==> src/rtl/mw_add_pkg.sv <==
// Shared types for the multi-word add sequencer: FSM state encoding and chunk-index sizing.
package mw_add_pkg;

    typedef enum logic [1:0] {
        IDLE = 2'd0,
        RUN  = 2'd1,
        DONE = 2'd2
    } state_e;

    // A single-chunk build still needs a 1-bit index register.
    function automatic int idx_width(input int n);
        if (n <= 1) return 1;
        return $clog2(n);
    endfunction

endpackage

==> src/rtl/mw_add_seq_if.sv <==
// Operand/result handshake bundle for mw_add_seq; op_sub exists only when MW_ADD_SUB_EN is defined.
interface mw_add_seq_if #(
    parameter int W = 4,
    parameter int N = 4
);
    localparam int D = W * N;

    logic         in_valid;
    logic         in_ready;
    logic [D-1:0] a;
    logic [D-1:0] b;
    logic         c_in;
`ifdef MW_ADD_SUB_EN
    logic         op_sub;
`endif
    logic         out_valid;
    logic         out_ready;
    logic [D-1:0] sum;
    logic         c_out;
    logic         busy;

    modport master (
        output in_valid, a, b, c_in,
`ifdef MW_ADD_SUB_EN
        output op_sub,
`endif
        output out_ready,
        input  in_ready, out_valid, sum, c_out, busy
    );

    modport slave (
        input  in_valid, a, b, c_in,
`ifdef MW_ADD_SUB_EN
        input  op_sub,
`endif
        input  out_ready,
        output in_ready, out_valid, sum, c_out, busy
    );

endinterface

==> src/rtl/fa_n.sv <==
// W-bit ripple-carry adder shared by the sequencer across all chunks.
module fa_n #(
    parameter int W = 4
) (
    input  logic [W-1:0] a,
    input  logic [W-1:0] b,
    input  logic         ci,
    output logic [W-1:0] s,
    output logic         co
);

    logic carry;

    // NOTE: every signal written in always_comb gets a default first, so no path can infer a latch.
    always_comb begin
        s     = '0;
        carry = ci;
        for (int i = 0; i < W; i++) begin
            s[i]  = a[i] ^ b[i] ^ carry;
            carry = (a[i] & b[i]) | (carry & (a[i] ^ b[i]));
        end
        co = carry;
    end

endmodule

==> src/rtl/mw_add_seq.sv <==
// Multi-word add sequencer: one W-bit fa_n reused for N cycles, LSB chunk first.
// Define MW_ADD_SUB_EN to add the op_sub port (a - b via inverted b and carry-in of 1).
module mw_add_seq
    import mw_add_pkg::*;
#(
    parameter int W = 4,
    parameter int N = 4
) (
    input  logic         clk,
    input  logic         rst_n,
    mw_add_seq_if.slave  bus
);

    localparam int D  = W * N;
    localparam int IW = idx_width(N);
    localparam logic [IW-1:0] LAST_IDX = IW'(N - 1);

    state_e        state_q, state_d;
    logic [IW-1:0] idx_q,   idx_d;
    logic          carry_q, carry_d;
    logic [D-1:0]  a_q,     a_d;
    logic [D-1:0]  b_q,     b_d;
    logic [D-1:0]  sum_q,   sum_d;
    logic          c_out_q, c_out_d;
    logic          sub_q,   sub_d;
    logic          sub_in;

    logic [W-1:0]  a_chunk, b_chunk, fa_s;
    logic          fa_co;

`ifdef MW_ADD_SUB_EN
    assign sub_in = bus.op_sub;
`else
    assign sub_in = 1'b0;
`endif

    always_comb begin
        a_chunk = '0;
        b_chunk = '0;
        for (int i = 0; i < N; i++) begin
            if (idx_q == IW'(i)) begin
                a_chunk = a_q[i*W +: W];
                b_chunk = b_q[i*W +: W];
            end
        end
        // Subtraction is a + ~b + 1; the +1 enters through the initial carry.
        b_chunk = b_chunk ^ {W{sub_q}};
    end

    fa_n #(.W(W)) u_fa (
        .a  (a_chunk),
        .b  (b_chunk),
        .ci (carry_q),
        .s  (fa_s),
        .co (fa_co)
    );

    always_comb begin
        state_d = state_q;
        idx_d   = idx_q;
        carry_d = carry_q;
        a_d     = a_q;
        b_d     = b_q;
        sum_d   = sum_q;
        c_out_d = c_out_q;
        sub_d   = sub_q;
        unique case (state_q)
            IDLE: begin
                if (bus.in_valid) begin
                    a_d     = bus.a;
                    b_d     = bus.b;
                    sub_d   = sub_in;
                    carry_d = sub_in ? 1'b1 : bus.c_in;
                    idx_d   = '0;
                    state_d = RUN;
                end
            end
            RUN: begin
                for (int i = 0; i < N; i++) begin
                    if (idx_q == IW'(i)) sum_d[i*W +: W] = fa_s;
                end
                carry_d = fa_co;
                if (idx_q == LAST_IDX) begin
                    c_out_d = fa_co;
                    state_d = DONE;
                end else begin
                    idx_d = idx_q + IW'(1);
                end
            end
            DONE: begin
                if (bus.out_ready) state_d = IDLE;
            end
            default: state_d = IDLE;
        endcase
    end

    // NOTE: sequential state uses non-blocking assignments so every flop samples pre-edge values.
    always_ff @(posedge clk or negedge rst_n) begin
        if (!rst_n) begin
            state_q <= IDLE;
            idx_q   <= '0;
            carry_q <= 1'b0;
            a_q     <= '0;
            b_q     <= '0;
            sum_q   <= '0;
            c_out_q <= 1'b0;
            sub_q   <= 1'b0;
        end else begin
            state_q <= state_d;
            idx_q   <= idx_d;
            carry_q <= carry_d;
            a_q     <= a_d;
            b_q     <= b_d;
            sum_q   <= sum_d;
            c_out_q <= c_out_d;
            sub_q   <= sub_d;
        end
    end

    assign bus.in_ready  = (state_q == IDLE);
    assign bus.out_valid = (state_q == DONE);
    assign bus.busy      = (state_q == RUN) || (state_q == DONE);
    assign bus.sum       = sum_q;
    assign bus.c_out     = c_out_q;

endmodule

==> src/flat_wrapper.sv <==
// flat-port wrapper written by rule: the top's interface ports become plain ports
module mw_add_seq_flat import mw_add_pkg::*;
#(
    parameter int W = 4,
    parameter int N = 4
)
  (clk, rst_n, bus_in_valid, bus_a, bus_b, bus_c_in, bus_out_ready, bus_in_ready, bus_out_valid, bus_sum, bus_c_out, bus_busy);
  mw_add_seq_if #(.W(W), .N(N)) bus_i ();
  input  logic clk;
  input  logic rst_n;
  input wire logic [$bits(bus_i.in_valid)-1:0] bus_in_valid;
  input wire logic [$bits(bus_i.a)-1:0] bus_a;
  input wire logic [$bits(bus_i.b)-1:0] bus_b;
  input wire logic [$bits(bus_i.c_in)-1:0] bus_c_in;
  input wire logic [$bits(bus_i.out_ready)-1:0] bus_out_ready;
  output wire logic [$bits(bus_i.in_ready)-1:0] bus_in_ready;
  output wire logic [$bits(bus_i.out_valid)-1:0] bus_out_valid;
  output wire logic [$bits(bus_i.sum)-1:0] bus_sum;
  output wire logic [$bits(bus_i.c_out)-1:0] bus_c_out;
  output wire logic [$bits(bus_i.busy)-1:0] bus_busy;
  assign bus_i.in_valid = bus_in_valid;
  assign bus_i.a = bus_a;
  assign bus_i.b = bus_b;
  assign bus_i.c_in = bus_c_in;
  assign bus_i.out_ready = bus_out_ready;
  assign bus_in_ready = bus_i.in_ready;
  assign bus_out_valid = bus_i.out_valid;
  assign bus_sum = bus_i.sum;
  assign bus_c_out = bus_i.c_out;
  assign bus_busy = bus_i.busy;
  mw_add_seq #(.W(W), .N(N)) u_core (.clk(clk), .rst_n(rst_n), .bus(bus_i));
endmodule
==> config.mk <==
export PLATFORM = sky130hd
export DESIGN_NAME = mw_add_seq_flat
export DESIGN_NICKNAME = d
export VERILOG_FILES = /design/src/rtl/mw_add_pkg.sv /design/src/rtl/mw_add_seq_if.sv /design/src/rtl/fa_n.sv /design/src/rtl/mw_add_seq.sv /design/src/flat_wrapper.sv
export SDC_FILE = /design/constraint.sdc
export NUM_CORES = 1
export LEC_CHECK = 0
export BUFFER_PORTS_ARGS = -buffer_cell sky130_fd_sc_hd__buf_2
export CAP_MARGIN = 30
export CORE_UTILIZATION = 50
export DETAILED_ROUTE_END_ITERATION = 7
export PLACE_DENSITY_LB_ADDON = 0.1
export SLEW_MARGIN = 20
export SYNTH_ARGS = -nofsm -noshare
export SYNTH_HDL_FRONTEND = slang
export SYNTH_SLANG_ARGS = --single-unit
==> constraint.sdc <==
create_clock -name clk -period 8.45 [get_ports clk]
set_input_delay 0.845 -clock clk [delete_from_list [all_inputs] [get_ports clk]]
set_output_delay 0.845 -clock clk [all_outputs]
set_load 0.005 [all_outputs]
# Word-level counts from Yosys, hierarchy flattened
# Index checks and enable logic that the tools add are counted.
# classes
add_sub_neg,1
eq_ne,9
n_mux,17
bitwise,20
n_reduce_logical,12
# op_table
cell,n
$mux 4,8
$reduce_and 2->1,6
$mux 2,5
$and 1x1->1,8
$xor 1x1->1,8
$eq 2x2->1 const B,3
$ne 2x2->1 const B,3
$pmux 2 s3,1
$reduce_and 3->1,2
$eq 2x1->1 const B,2
$logic_not 2->1,2
$or 1x1->1,4
$pmux 2 s2,1
$add 2x1->2 const B,1
$ne 2x1->1 const B,1
$pmux 1 s2,1
$reduce_bool 2->1,1
$logic_or 1x1->1,1
$mux 1,1
# word_totals
regBits,54
word_cells,69

# Depth between registers and ports, before layout
# Gate-level depths: netlist (run 1).
# depth
word_depth,15
depth_mapped,15

# Modules after synthesis
# A second synthesis (run 1) with hierarchy kept.
# unflattened
cells_unflattened,206
hier_area_um2,2613.8
# by_module_without_submodules
module,instances,cells_per_inst,area_per_inst_um2,seq_area_each_um2
mw_add_seq,1,192,2496.1,1351.3
fa_n,1,14,117.6,0.0

# Least setup slack after synthesis (run 1)
# OpenSTA, ideal clock, no wires.
# synth_path
path_type,reg2reg
start,reg u_core.idx_q[0]
end,reg u_core.sum_q[15] (netlist: u_core.bus.sum[15])
setup_ns,0.128
arrival_ns,2.911
required_ns,8.322
slack_ns,5.411
stages_incl_launch_ff,14
synth_period_minus_slack_ns,3.039
cell_sequence,dfrtp_1 -> inv_1 -> ha_1 -> nor2b_2 -> a221o_1 -> a22oi_1 -> fa_1 -> inv_1 -> fa_1 -> inv_1 -> fa_1 -> inv_1 -> fa_1 -> mux2_1
# synth_via
elab_chain_cells,13
word_cells_on_any_way,27
classes_between,eq/ne (3); mux (8); bitwise (14); reduce/logical (2)
# synth_lines
item,line,text
start: declaration,mw_add_seq.sv:19,"logic [IW-1:0] idx_q, idx_d;"
start signal: assignment,mw_add_seq.sv:110,idx_q <= idx_d;
$logic_not 2->1,mw_add_seq.sv:41,if (idx_q == IW'(i)) begin
$mux 4 (4 in a row),mw_add_seq.sv:41,
$xor 1x1->1,fa_n.sv:20,carry = (a[i] & b[i]) | (carry & (a[i] ^ b[i]));
$and 1x1->1,fa_n.sv:20,
$or 1x1->1,fa_n.sv:20,
$and 1x1->1,fa_n.sv:20,
$or 1x1->1,fa_n.sv:20,
$and 1x1->1,fa_n.sv:20,
$or 1x1->1,fa_n.sv:20,
$xor 1x1->1 *,fa_n.sv:19,s[i] = a[i] ^ b[i] ^ carry;
named net u_core.fa_s[3],mw_add_seq.sv:28,"logic [W-1:0] a_chunk, b_chunk, fa_s;"
end signal: assignment,mw_add_seq.sv:114,sum_q <= sum_d;
end: declaration,mw_add_seq.sv:23,"logic [D-1:0] sum_q, sum_d;"
# The timed path passes the listed nets; every way through them passes the cells marked *.
# A chain may end at the register's enable or synchronous reset.

# Final worst setup path (run 1)
# layout_path
start,reg u_core.idx_q[1]
end,reg u_core.sum_q[3] (netlist: u_core.bus.sum[3])
# The elaborated chain is that of the path after synthesis.

==> reports/results.md, run 1 <==
## Power and ir drop
- **relative contribution of the clock network to total power** 0.111
- **switch share** 0.380
- **Static Leakage** 1.57 nW
- **Gate power share** 0.520
- **power spent charging and discharging nets** 0.487 mW
- **cell area power density** 415 mW/mm²
- **power after layout** 1.28 mW
- **Internal Power** 0.795 mW
- **part of the power in registers** 0.369
- **maximum VDD drop** 0.000199 V

## Die
- **area of the die** 0.00564 mm²
- **core box area** 0.00514 mm²
- **starting utilization of the core area** 0.519
- **horizontal extent of the die** 75.1 µm
- **row count** 26
- **number of ports placed on the die boundary** 57
- **die extent in y** 75.1 µm

## Yosys
- **area share of the leading cell type in the synthesized netlist** 0.506
- **mean instance size in the synthesized netlist** 12.7 µm²
- **number of flops mapped to enable cells by yosys** 0
- **Post-synth ARST share** 1.00
- **share of synthesized cell area in full adder, half adder and majority cells** 0.0628
- **number of storage elements in the synthesis netlist** 54
- **flip-flop cell with the highest count after synthesis** dfrtp_1
- **number of distinct library cells after synthesis** 31
- **synthesized instance count** 211
- **parity-gate share of the synthesized area counting xor and xnor cells** 0
- **leading post-synthesis cells by cell area** dfrtp_1, mux2_4, mux2_1, ha_1, fa_1
- **cell type with the largest total area after synthesis** dfrtp_1
- **mux share of post-synthesis cell area** 0.215
- **synthesized-area fraction occupied by ao, oa, aoi and oai cells** 0.105
- **net count after synthesis** 259
- **Commonest cells post-synth** dfrtp_1, mux2_4, nand2_1
- **share of synthesized area occupied by flip-flops and latches** 0.506
- **largest family of logic cells by synthesized area** multiplexers
- **Yosys warning count** 0
- **post-synthesis simple-gate area fraction** 0.0633
- **library cell with the highest instance count after synthesis** dfrtp_1
- **post-synthesis instance area** 0.00267 mm²

## Critical path
- **critical path class** reg2reg
- **worst r2r src** u_core.idx_q[1]
- **worst path required time** 8.64 ns
- **worst reg2reg path endpoint** u_core.bus.sum[3]
- **element type at the critical path start** register
- **FF-to-FF setup slack** 5.00 ns
- **kind of end point of the critical path** register
- **number of cells traversed by the worst register-to-register path** 13
- **crit-path max FO** 14
- **data arrival time of the critical path** 3.64 ns

## STA
- **count of endpoints failing hold in the final timing report** 0
- **final critical-path required period** 3.45 ns
- **tightest slew margin relative to the limit** 0.505
- **number of setup violations in the final report** 0
- **transition at the pin with the smallest max-transition slack** 0.743 ns
- **Setup Skew** 0.00765 ns
- **number of slew-limit violations in the final report** 0
- **RSZ-0062 raised after global routing** false
- **Final Cycle Share** 0.409
- **Highest Clock Rate** 290 MHz
- **setup TNS** 0 ns

## Clocking
- **clk_lat worst skew** 0.30 ns
- **clock root buffer** clkbuf_8
- **Sink Count** 54
- **hold buffers post-CTS** 0
- **clock tree buffer depth** 2
- **buffer count from post-CTS setup fixing** 0
- **number of cells upsized or downsized after cts** 0
- **Reg clk slew, reported paths** 0.10 ns
- **clock tree from TritonCTS** yes
- **Max H-tree Level** 2
- **CTS Buf Count** 5

## Finish
- **P&R area growth vs syn** 15.6%
- **fraction of final layout cells with drive strength greater than 1** 0.366
- **number of diodes added for antenna fixing** 0
- **number of inserted filler cells in the final layout** 440
- **net count of the finished layout** 315

## Global routing
- **pin count of the biggest net entering global routing** 55
- **via count of the first global-routing pass** 1,636
- **first-pass GRT wire length** 7750 µm
- **sum of overflow across all layers after global routing** 0
- **number of antenna violations at the first check in global routing** 0
- **Global Route Usage Sum** 0.189

## Place
- **global placer's final weighted congestion** 0.808
- **HPWL after DPL** 3620 µm
- **number of I/O port buffers** 56

## Detailed routing
- **number of remaining DRC errors** 0
- **number of violations reported at the end of detailed-routing iteration 0** 97
- **routed len/inst** 14.5 µm
- **drt via density** 5.13
- **total routed wirelength** 4900 µm
- **number of detailed-routing iterations run before antenna repair** 4
- **via count** 1,733
- **Post-DRT Antenna Nets** 0

## Min path
- **min-delay worst type** reg2reg
- **endpoint with the worst hold slack** u_core.bus.sum[12]
- **hold path start** u_core.bus.sum[12]
- **WHS Path Cells** 2

## Run status
- **outcome** finished clean

## Job
- **Max-cap violations** 0

## sequential cells by signal, indices dropped and copies added, names as in the netlist
register,cells
u_core.b_q,16
u_core.carry_q,1
u_core.idx_q,2
u_core.bus.c_out,1
u_core.a_q,16
u_core.bus.sum,16
u_core.state_q,2
## routing by layer
layer  global-route usage  routed length [µm]  vias to the layer above
met1                0.279                2450                      817
met5                    0                   0                        -
li1                     -                   -                      849
met3               0.0455                 261                        8
met2                0.272                2100                       59
met4               0.0692                  85                        0
## worst max-delay path, cell delays in order (launching register included)
cell and delay [ns]:
dfrtp_1 0.41, inv_1 0.13, ha_1 0.47, nor2b_2 0.12
a221o_1 0.34, a22oi_1 0.20, fa_1 0.21, inv_1 0.05
fa_1 0.35, inv_1 0.07, fa_1 0.16, inv_1 0.05
fa_1 0.48, mux2_1 0.30
## placed cells by master (no fill, tap or decap), types with 3 or more instances in the layout
cell	instances
a22oi_1	4
dfrtp_1	54
inv_1	16
mux2_4	30
ha_1	7
clkbuf_8	5
o21ai_1	14
mux2_1	11
a21oi_1	13
nor2b_1	3
fa_1	4
nand2_1	18
nand2b_1	3
buf_2	56
a31oi_1	4
## metrics by stage
stage	util	instances	area (µm²)	setup slack (ns)	hold WS [ns]
final	0.600	338	3090	5.00	0.492
after floorplan	-	211	2670	5.41	0.464
after global placement	0.580	329	2980	5.13	0.462
after global routing	0.600	338	3090	4.79	0.513
after detailed placement	0.583	330	3000	5.00	0.473
after CTS	0.600	338	3090	4.98	0.495
## power by group through the flow
stage          clock (mW)  combinational, mW  sequential [mW]
2_1_floorplan           0              0.518            0.453
3_5_place_dp            0              0.676            0.479
4_1_cts             0.146              0.678            0.473
5_1_grt             0.158              0.747            0.489
3_3_place_gp            0              0.660            0.478
6_report            0.142              0.667            0.473
## cells by family (layout without fill, tap and decap cells)
group / count (synthesis) / after routing
flip-flops: 54 / 54
AO/OA/AOI/OAI: 46 / 46
multiplexers: 41 / 41
AND/OR/NAND/NOR: 34 / 34
buffers and inverters: 25 / 82
adder cells (fa/ha/maj): 11 / 11
## how the worst max path moves through the flow
stage / start / end / slack [ns] / depth (start not counted)
3_5_place_dp: u_core.idx_q[1] / u_core.bus.sum[3] / 5.00 / 13
5_1_grt: u_core.idx_q[1] / u_core.bus.sum[15] / 4.79 / 13
6_report: u_core.idx_q[1] / u_core.bus.sum[3] / 5.00 / 13
2_1_floorplan: u_core.idx_q[0] / u_core.bus.sum[15] / 5.41 / 13
4_1_cts: u_core.idx_q[1] / u_core.bus.sum[3] / 4.98 / 13
3_3_place_gp: u_core.idx_q[1] / u_core.bus.sum[11] / 5.13 / 13
## cell type report
| type | count | area (µm²) | share of cell area |
|---|---|---|---|
| Clock buffer | 6 | 72.6 | 0.0235 |
| Sequential cell | 54 | 1350 | 0.438 |
| Multi-Input combinational cell | 132 | 1190 | 0.386 |
| Clock inverter | 2 | 13.8 | 0.00446 |
| Timing Repair Buffer | 58 | 308 | 0.0998 |
| Tap cell | 70 | 87.6 | 0.0284 |
| Inverter | 16 | 60.1 | 0.0195 |
Power figures use the tool's default switching activity.
==> inputs of run 2 (changes only) <==
Clock period 8.45 ns to 3.4 ns, I/O delays scaled along.
==> reports/results.md, run 2 (synthesis gave the netlist of run 1 again) <==
## Run status
- **outcome** finished clean

## Finish
- **net count of the finished layout** 319, +1.3%
- **post-layout util** 0.614, +0.0141
- **P&R area growth vs syn** 18.3%
- **area of all placed cells without fillers** 0.00316 mm², +2.4%
- **number of diodes added for antenna fixing** 0, unchanged
- **area of the multi-input gates** 0.00121 mm², +1.5%
- **fraction of final layout cells with drive strength greater than 1** 0.386, +0.0204
- **leading cell types in the layout, fill and taps excluded** buf_2, dfrtp_1, mux2_4
- **number of inserted filler cells in the final layout** 446, +1.4%
- **Seq. cell area** 0.00135 mm², about the same
- **leading cell type in the layout, fill and taps excluded** buf_2

## Clocking
- **clock tree buffer depth** 2, unchanged
- **clock tree from TritonCTS** yes
- **Max H-tree Level** 2, unchanged
- **Reg clk slew, reported paths** 0.10 ns, about the same
- **CTS Buf Count** 5, unchanged
- **Sink Count** 54, unchanged
- **buffer count from post-CTS setup fixing** 0, unchanged
- **hold buffers post-CTS** 0, unchanged
- **number of cells upsized or downsized after cts** 0, unchanged
- **clock root buffer** clkbuf_8
- **clk_lat worst skew** 0.31 ns, about the same

## Detailed routing
- **number of remaining DRC errors** 0, unchanged
- **total routed wirelength** 4950 µm, +1.2%
- **Post-DRT Antenna Nets** 0, unchanged
- **number of violations reported at the end of detailed-routing iteration 0** 113, +16%
- **routed len/inst** 14.5 µm, about the same
- **via count** 1,755, +1.3%
- **drt via density** 5.13, about the same
- **number of detailed-routing iterations run before antenna repair** 4, unchanged

## STA
- **number of slew-limit violations in the final report** 0, unchanged
- **number of setup violations in the final report** 0, unchanged
- **tightest slew margin relative to the limit** 0.484, -0.0205
- **Setup Skew** 0.0112 ns, +0.00359 ns
- **Highest Clock Rate** 313 MHz, +8.0%
- **Fin Hold WS** 0.100 ns, -0.392 ns
- **setup TNS** 0 ns, unchanged
- **Final Cycle Share** 0.940, +0.532
- **final critical-path required period** 3.20 ns, -0.256 ns
- **min setup slack post-route** 0.204 ns, -4.79 ns
- **count of endpoints failing hold in the final timing report** 0, unchanged
- **transition at the pin with the smallest max-transition slack** 0.774 ns, +0.0307 ns
- **RSZ-0062 raised after global routing** false

## Power and ir drop
- **cell area power density** 1050 mW/mm², +150%
- **maximum VDD drop** 0.000524 V, +160%
- **Static Leakage** 1.60 nW, +1.9%

## Die
- **row count** 26, unchanged
- **number of ports placed on the die boundary** 57, unchanged
- **die extent in y** 75.1 µm, unchanged
- **starting utilization of the core area** 0.519, unchanged
- **horizontal extent of the die** 75.1 µm, unchanged
- **area of the die** 0.00564 mm², unchanged
- **core box area** 0.00514 mm², unchanged

## Place
- **HPWL after DPL** 3680 µm, +1.4%
- **global placer's final weighted congestion** 0.810, +0.17%
- **number of I/O port buffers** 56, unchanged
- **Cell Area, Placed** 0.00303 mm², +1.0%
- **pre-CTS worst setup slack** 0.106 ns, -4.89 ns

## Global routing
- **sum of overflow across all layers after global routing** 0, unchanged
- **via count of the first global-routing pass** 1,603, -2.0%
- **pin count of the biggest net entering global routing** 37, -33%
- **Global Route Usage Sum** 0.195, +0.00629
- **first-pass GRT wire length** 8050 µm, +3.8%
- **number of antenna violations at the first check in global routing** 0, unchanged

## Min path
- **min-delay worst type** in2async

## Job
- **Max-cap violations** 0, unchanged

## Critical path
- **data arrival time of the critical path** 3.39 ns, -0.25 ns
- **element type at the critical path start** register
- **kind of end point of the critical path** register
- **crit-path max FO** 11, -3
- **worst path required time** 3.59 ns, -5.05 ns
- **critical path class** reg2reg

==> run 2: path summary, 6_finish.rpt <==
kind	to	slack [ns]	start	cells after the start
max	u_core.bus.sum[3]	0.20	u_core.idx_q[0]	12
min	u_core.bus.sum[11]	0.10	rst_n	1
max reg2reg	u_core.bus.sum[3]	0.20	u_core.idx_q[0]	12
min reg2reg	u_core.bus.sum[0]	0.48	u_core.bus.sum[0]	2
max in group asynchronous	u_core.b_q[5]	2.56	rst_n	2
min in group clk	u_core.b_q[8]	0.24	bus_b[8]	2
==> run 2: per-stage QoR <==
stage	cells	power [mW]
global placement	333	2.86
finish	342	3.31
global route	342	3.61
floorplan	211	2.41
CTS	342	3.32
detailed placement	334	2.89
==> run 2: cell type report <==
| class | count | share of cell area |
|---|---|---|
| clock buffers | 6 | 0.0230 |
| clock inverters | 2 | 0.0119 |
| inverters | 16 | 0.0190 |
| multi-input cells | 132 | 0.383 |
| flip-flops and latches | 54 | 0.428 |
| well taps | 70 | 0.0277 |
| repair buffers | 62 | 0.107 |
==> run 2: per-layer routing <==
| layer | wire length, µm | global-route usage | vias to the layer above | part of all wire |
|---|---|---|---|---|
| met3 | 209 | 0.0482 | 4 | 0.042 |
| met2 | 2210 | 0.289 | 54 | 0.45 |
| met5 | 0 | 0 | - | 0 |
| met1 | 2490 | 0.283 | 838 | 0.50 |
| li1 | - | - | 859 | - |
| met4 | 44 | 0.0629 | 0 | 0.0089 |
==> run 2: critical path: stages, from the launching register on <==
cell and delay [ns]:
dfrtp_2 0.46, inv_1 0.09, ha_1 0.37, a221o_1 0.18, a22oi_1 0.09, fa_1 0.42
inv_1 0.08, fa_1 0.15, inv_1 0.05, fa_1 0.36, inv_1 0.08, fa_1 0.45
mux2_1 0.30
==> run 2: report_power, final <==
part / internal, mW / switching, mW
Clock: 0.220 / 0.201
Combinational: 0.898 / 0.821
Sequential: 0.970 / 0.200
==> inputs of run 3 (changes only) <==
Settings changed: CELL_PAD_IN_SITES_DETAIL_PLACEMENT set to 1, CELL_PAD_IN_SITES_GLOBAL_PLACEMENT set to 2, CORE_UTILIZATION 50 to 36.
==> reports/results.md, run 3 (synthesis gave the netlist of run 1 again) <==
## Clocking
- **Sink Count** 54, unchanged
- **clock tree buffer depth** 2, unchanged
- **clock tree from TritonCTS** yes
- **Max H-tree Level** 2, unchanged
- **clk_lat worst skew** 0.31 ns, about the same
- **Reg clk slew, reported paths** 0.10 ns, about the same
- **clock root buffer** clkbuf_8
- **CTS Buf Count** 5, unchanged
- **hold buffers post-CTS** 0, unchanged

## STA
- **setup TNS** 0 ns, unchanged
- **number of slew-limit violations in the final report** 0, unchanged
- **count of endpoints failing hold in the final timing report** 0, unchanged
- **Setup Skew** 0.00937 ns, -0.00187 ns
- **tightest slew margin relative to the limit** 0.611, +0.127
- **Final Cycle Share** 0.949, +0.00929
- **RSZ-0062 raised after global routing** false
- **final critical-path required period** 3.23 ns, +0.0316 ns
- **number of setup violations in the final report** 0, unchanged
- **min setup slack post-route** 0.172 ns, -0.0316 ns
- **Highest Clock Rate** 310 MHz, -0.98%
- **transition at the pin with the smallest max-transition slack** 0.584 ns, -0.190 ns

## Finish
- **number of diodes added for antenna fixing** 0, unchanged
- **fraction of final layout cells with drive strength greater than 1** 0.386, unchanged
- **Seq. cell area** 0.00135 mm², unchanged
- **number of inserted filler cells in the final layout** 840, +88%
- **leading cell types in the layout, fill and taps excluded** buf_2, dfrtp_1, mux2_4
- **leading cell type in the layout, fill and taps excluded** buf_2
- **area of the multi-input gates** 0.00121 mm², unchanged
- **net count of the finished layout** 319, unchanged
- **P&R area growth vs syn** 19.2%
- **Non-Filler Instances** 371, +8.5%

## Die
- **area of the die** 0.00777 mm², +38%
- **number of ports placed on the die boundary** 57, unchanged
- **die extent in y** 88.1 µm, +17%
- **starting utilization of the core area** 0.370, -0.149
- **row count** 31, +19%
- **core box area** 0.00721 mm², +40%
- **horizontal extent of the die** 88.1 µm, +17%

## Min path
- **min-delay worst type** in2async

## Place
- **global placer's final weighted congestion** 0.777, -4.0%
- **pre-CTS worst setup slack** 0.0384 ns, -0.0679 ns
- **HPWL after DPL** 4420 µm, +20%
- **number of placed cells counting well taps** 363, +8.7%
- **number of I/O port buffers** 56, unchanged

## Global routing
- **Global Route Usage Sum** 0.169, -0.0269
- **via count of the first global-routing pass** 1,873, +17%
- **sum of overflow across all layers after global routing** 0, unchanged
- **pin count of the biggest net entering global routing** 29, -22%
- **first-pass GRT wire length** 9760 µm, +21%
- **number of antenna violations at the first check in global routing** 0, unchanged

## Detailed routing
- **number of violations reported at the end of detailed-routing iteration 0** 29, -74%
- **Post-DRT Antenna Nets** 0, unchanged
- **number of detailed-routing iterations run before antenna repair** 4, unchanged
- **number of remaining DRC errors** 0, unchanged
- **total routed wirelength** 5770 µm, +16%
- **routed len/inst** 15.5 µm, +7.3%
- **via count** 1,778, +1.3%
- **drt via density** 4.79, -6.6%

## Critical path
- **crit-path max FO** 4, -7
- **worst r2r src** u_core.idx_q[1]
- **kind of end point of the critical path** register
- **critical path class** reg2reg
- **data arrival time of the critical path** 3.43 ns, +0.04 ns
- **chain of cells forming the critical path** inv_1, ha_1, nor2b_4, a221o_1, a22oi_1, fa_1, inv_1, fa_1, inv_1, fa_1, inv_1, fa_1, mux2_1
- **slowest cell delay on critical path** 0.47 ns, about the same
- **number of cells traversed by the worst register-to-register path** 13, +1
- **worst path required time** 3.60 ns, about the same
- **element type at the critical path start** register
- **worst reg2reg path endpoint** u_core.bus.sum[7]
- **FF-to-FF setup slack** 0.17 ns, -0.03 ns
- **Critical Path Slowest Stage Cell** fa_1

## Power and ir drop
- **Gate power share** 0.533, +0.013
- **cell area power density** 1050 mW/mm², +0.10%
- **power spent charging and discharging nets** 1.30 mW, +6.2%
- **power after layout** 3.34 mW, +0.90%
- **Internal Power** 2.04 mW, -2.2%
- **Static Leakage** 1.60 nW, -0.20%
- **part of the power in registers** 0.350, -0.003
- **switch share** 0.389, +0.0194
- **relative contribution of the clock network to total power** 0.116, -0.011
- **maximum VDD drop** 0.000338 V, -36%

## Run status
- **outcome** finished clean

## Job
- **Max-cap violations** 0, unchanged

run 3: cell types whose count changed in the layout (fill, tap and decap cells not counted):
cell       before  now
bufinv_16       1    0
inv_1          15   16
clkbuf_1        1    0
inv_2           1    0
inv_6           0    1
clkbuf_8        5    6
run 3: area by class of cell:
class / count / area share
clock buffers: 6 / 0.0259
inverters: 16 / 0.0189
well taps: 99 / 0.0389
multi-input cells: 132 / 0.380
repair buffers: 62 / 0.106
clock inverters: 2 / 0.00511
flip-flops and latches: 54 / 0.425
run 3: power groups by stage:
stage               combinational [mW]  clock [mW]  sequential, mW
floorplan                         1.29           0            1.13
global placement                  1.74           0            1.18
detailed placement                1.78           0            1.18
CTS                               1.79       0.404            1.17
global route                      2.00       0.427            1.21
finish                            1.78       0.389            1.17
run 3: layer usage:
layer  routed length [µm]  GRT usage
met1                 2910      0.243
met2                 2560      0.257
met3                  225     0.0349
met4                   69     0.0484
met5                    0          0
run 3: through the flow:
step	hold slack, ns	util	cell area (µm²)
2_1_floorplan	0.0444	-	2670
3_3_place_gp	0.387	0.422	3050
3_5_place_dp	0.382	0.425	3070
4_1_cts	0.0327	0.439	3160
5_1_grt	0.0542	0.441	3180
6_report	0.0156	0.441	3180
run 3: worst max-delay path, delay by kind of cell (launching register included):
| family | cells | cell delay [ns] |
|---|---|---|
| adder cells (fa/ha/maj) | 5 | 1.59 |
| flip-flops | 1 | 0.42 |
| buffers and inverters | 4 | 0.36 |
| multiplexers | 1 | 0.31 |
| AO/OA/AOI/OAI | 2 | 0.25 |
| AND/OR/NAND/NOR | 1 | 0.19 |
run 3: worst max-delay path by stage:
| stage | slack (ns) | start | endpoint | depth (start not counted) |
|---|---|---|---|---|
| after floorplan | 0.36 | u_core.idx_q[0] | u_core.bus.sum[15] | 13 |
| after global placement | 0.18 | u_core.idx_q[1] | u_core.bus.sum[15] | 13 |
| after detailed placement | 0.04 | u_core.idx_q[1] | u_core.bus.sum[7] | 13 |
| after CTS | 0.01 | u_core.idx_q[1] | u_core.bus.sum[7] | 13 |
| after global routing | 0.02 | u_core.idx_q[1] | u_core.bus.sum[7] | 13 |
| final | 0.17 | u_core.idx_q[1] | u_core.bus.sum[7] | 13 |
run 3: repair_timing:
action,in CTS,in global routing
setup endpoints to repair,0,5
endpoints found under the hold margin,0,0
resized for setup,0,4
setup buffers,0,0
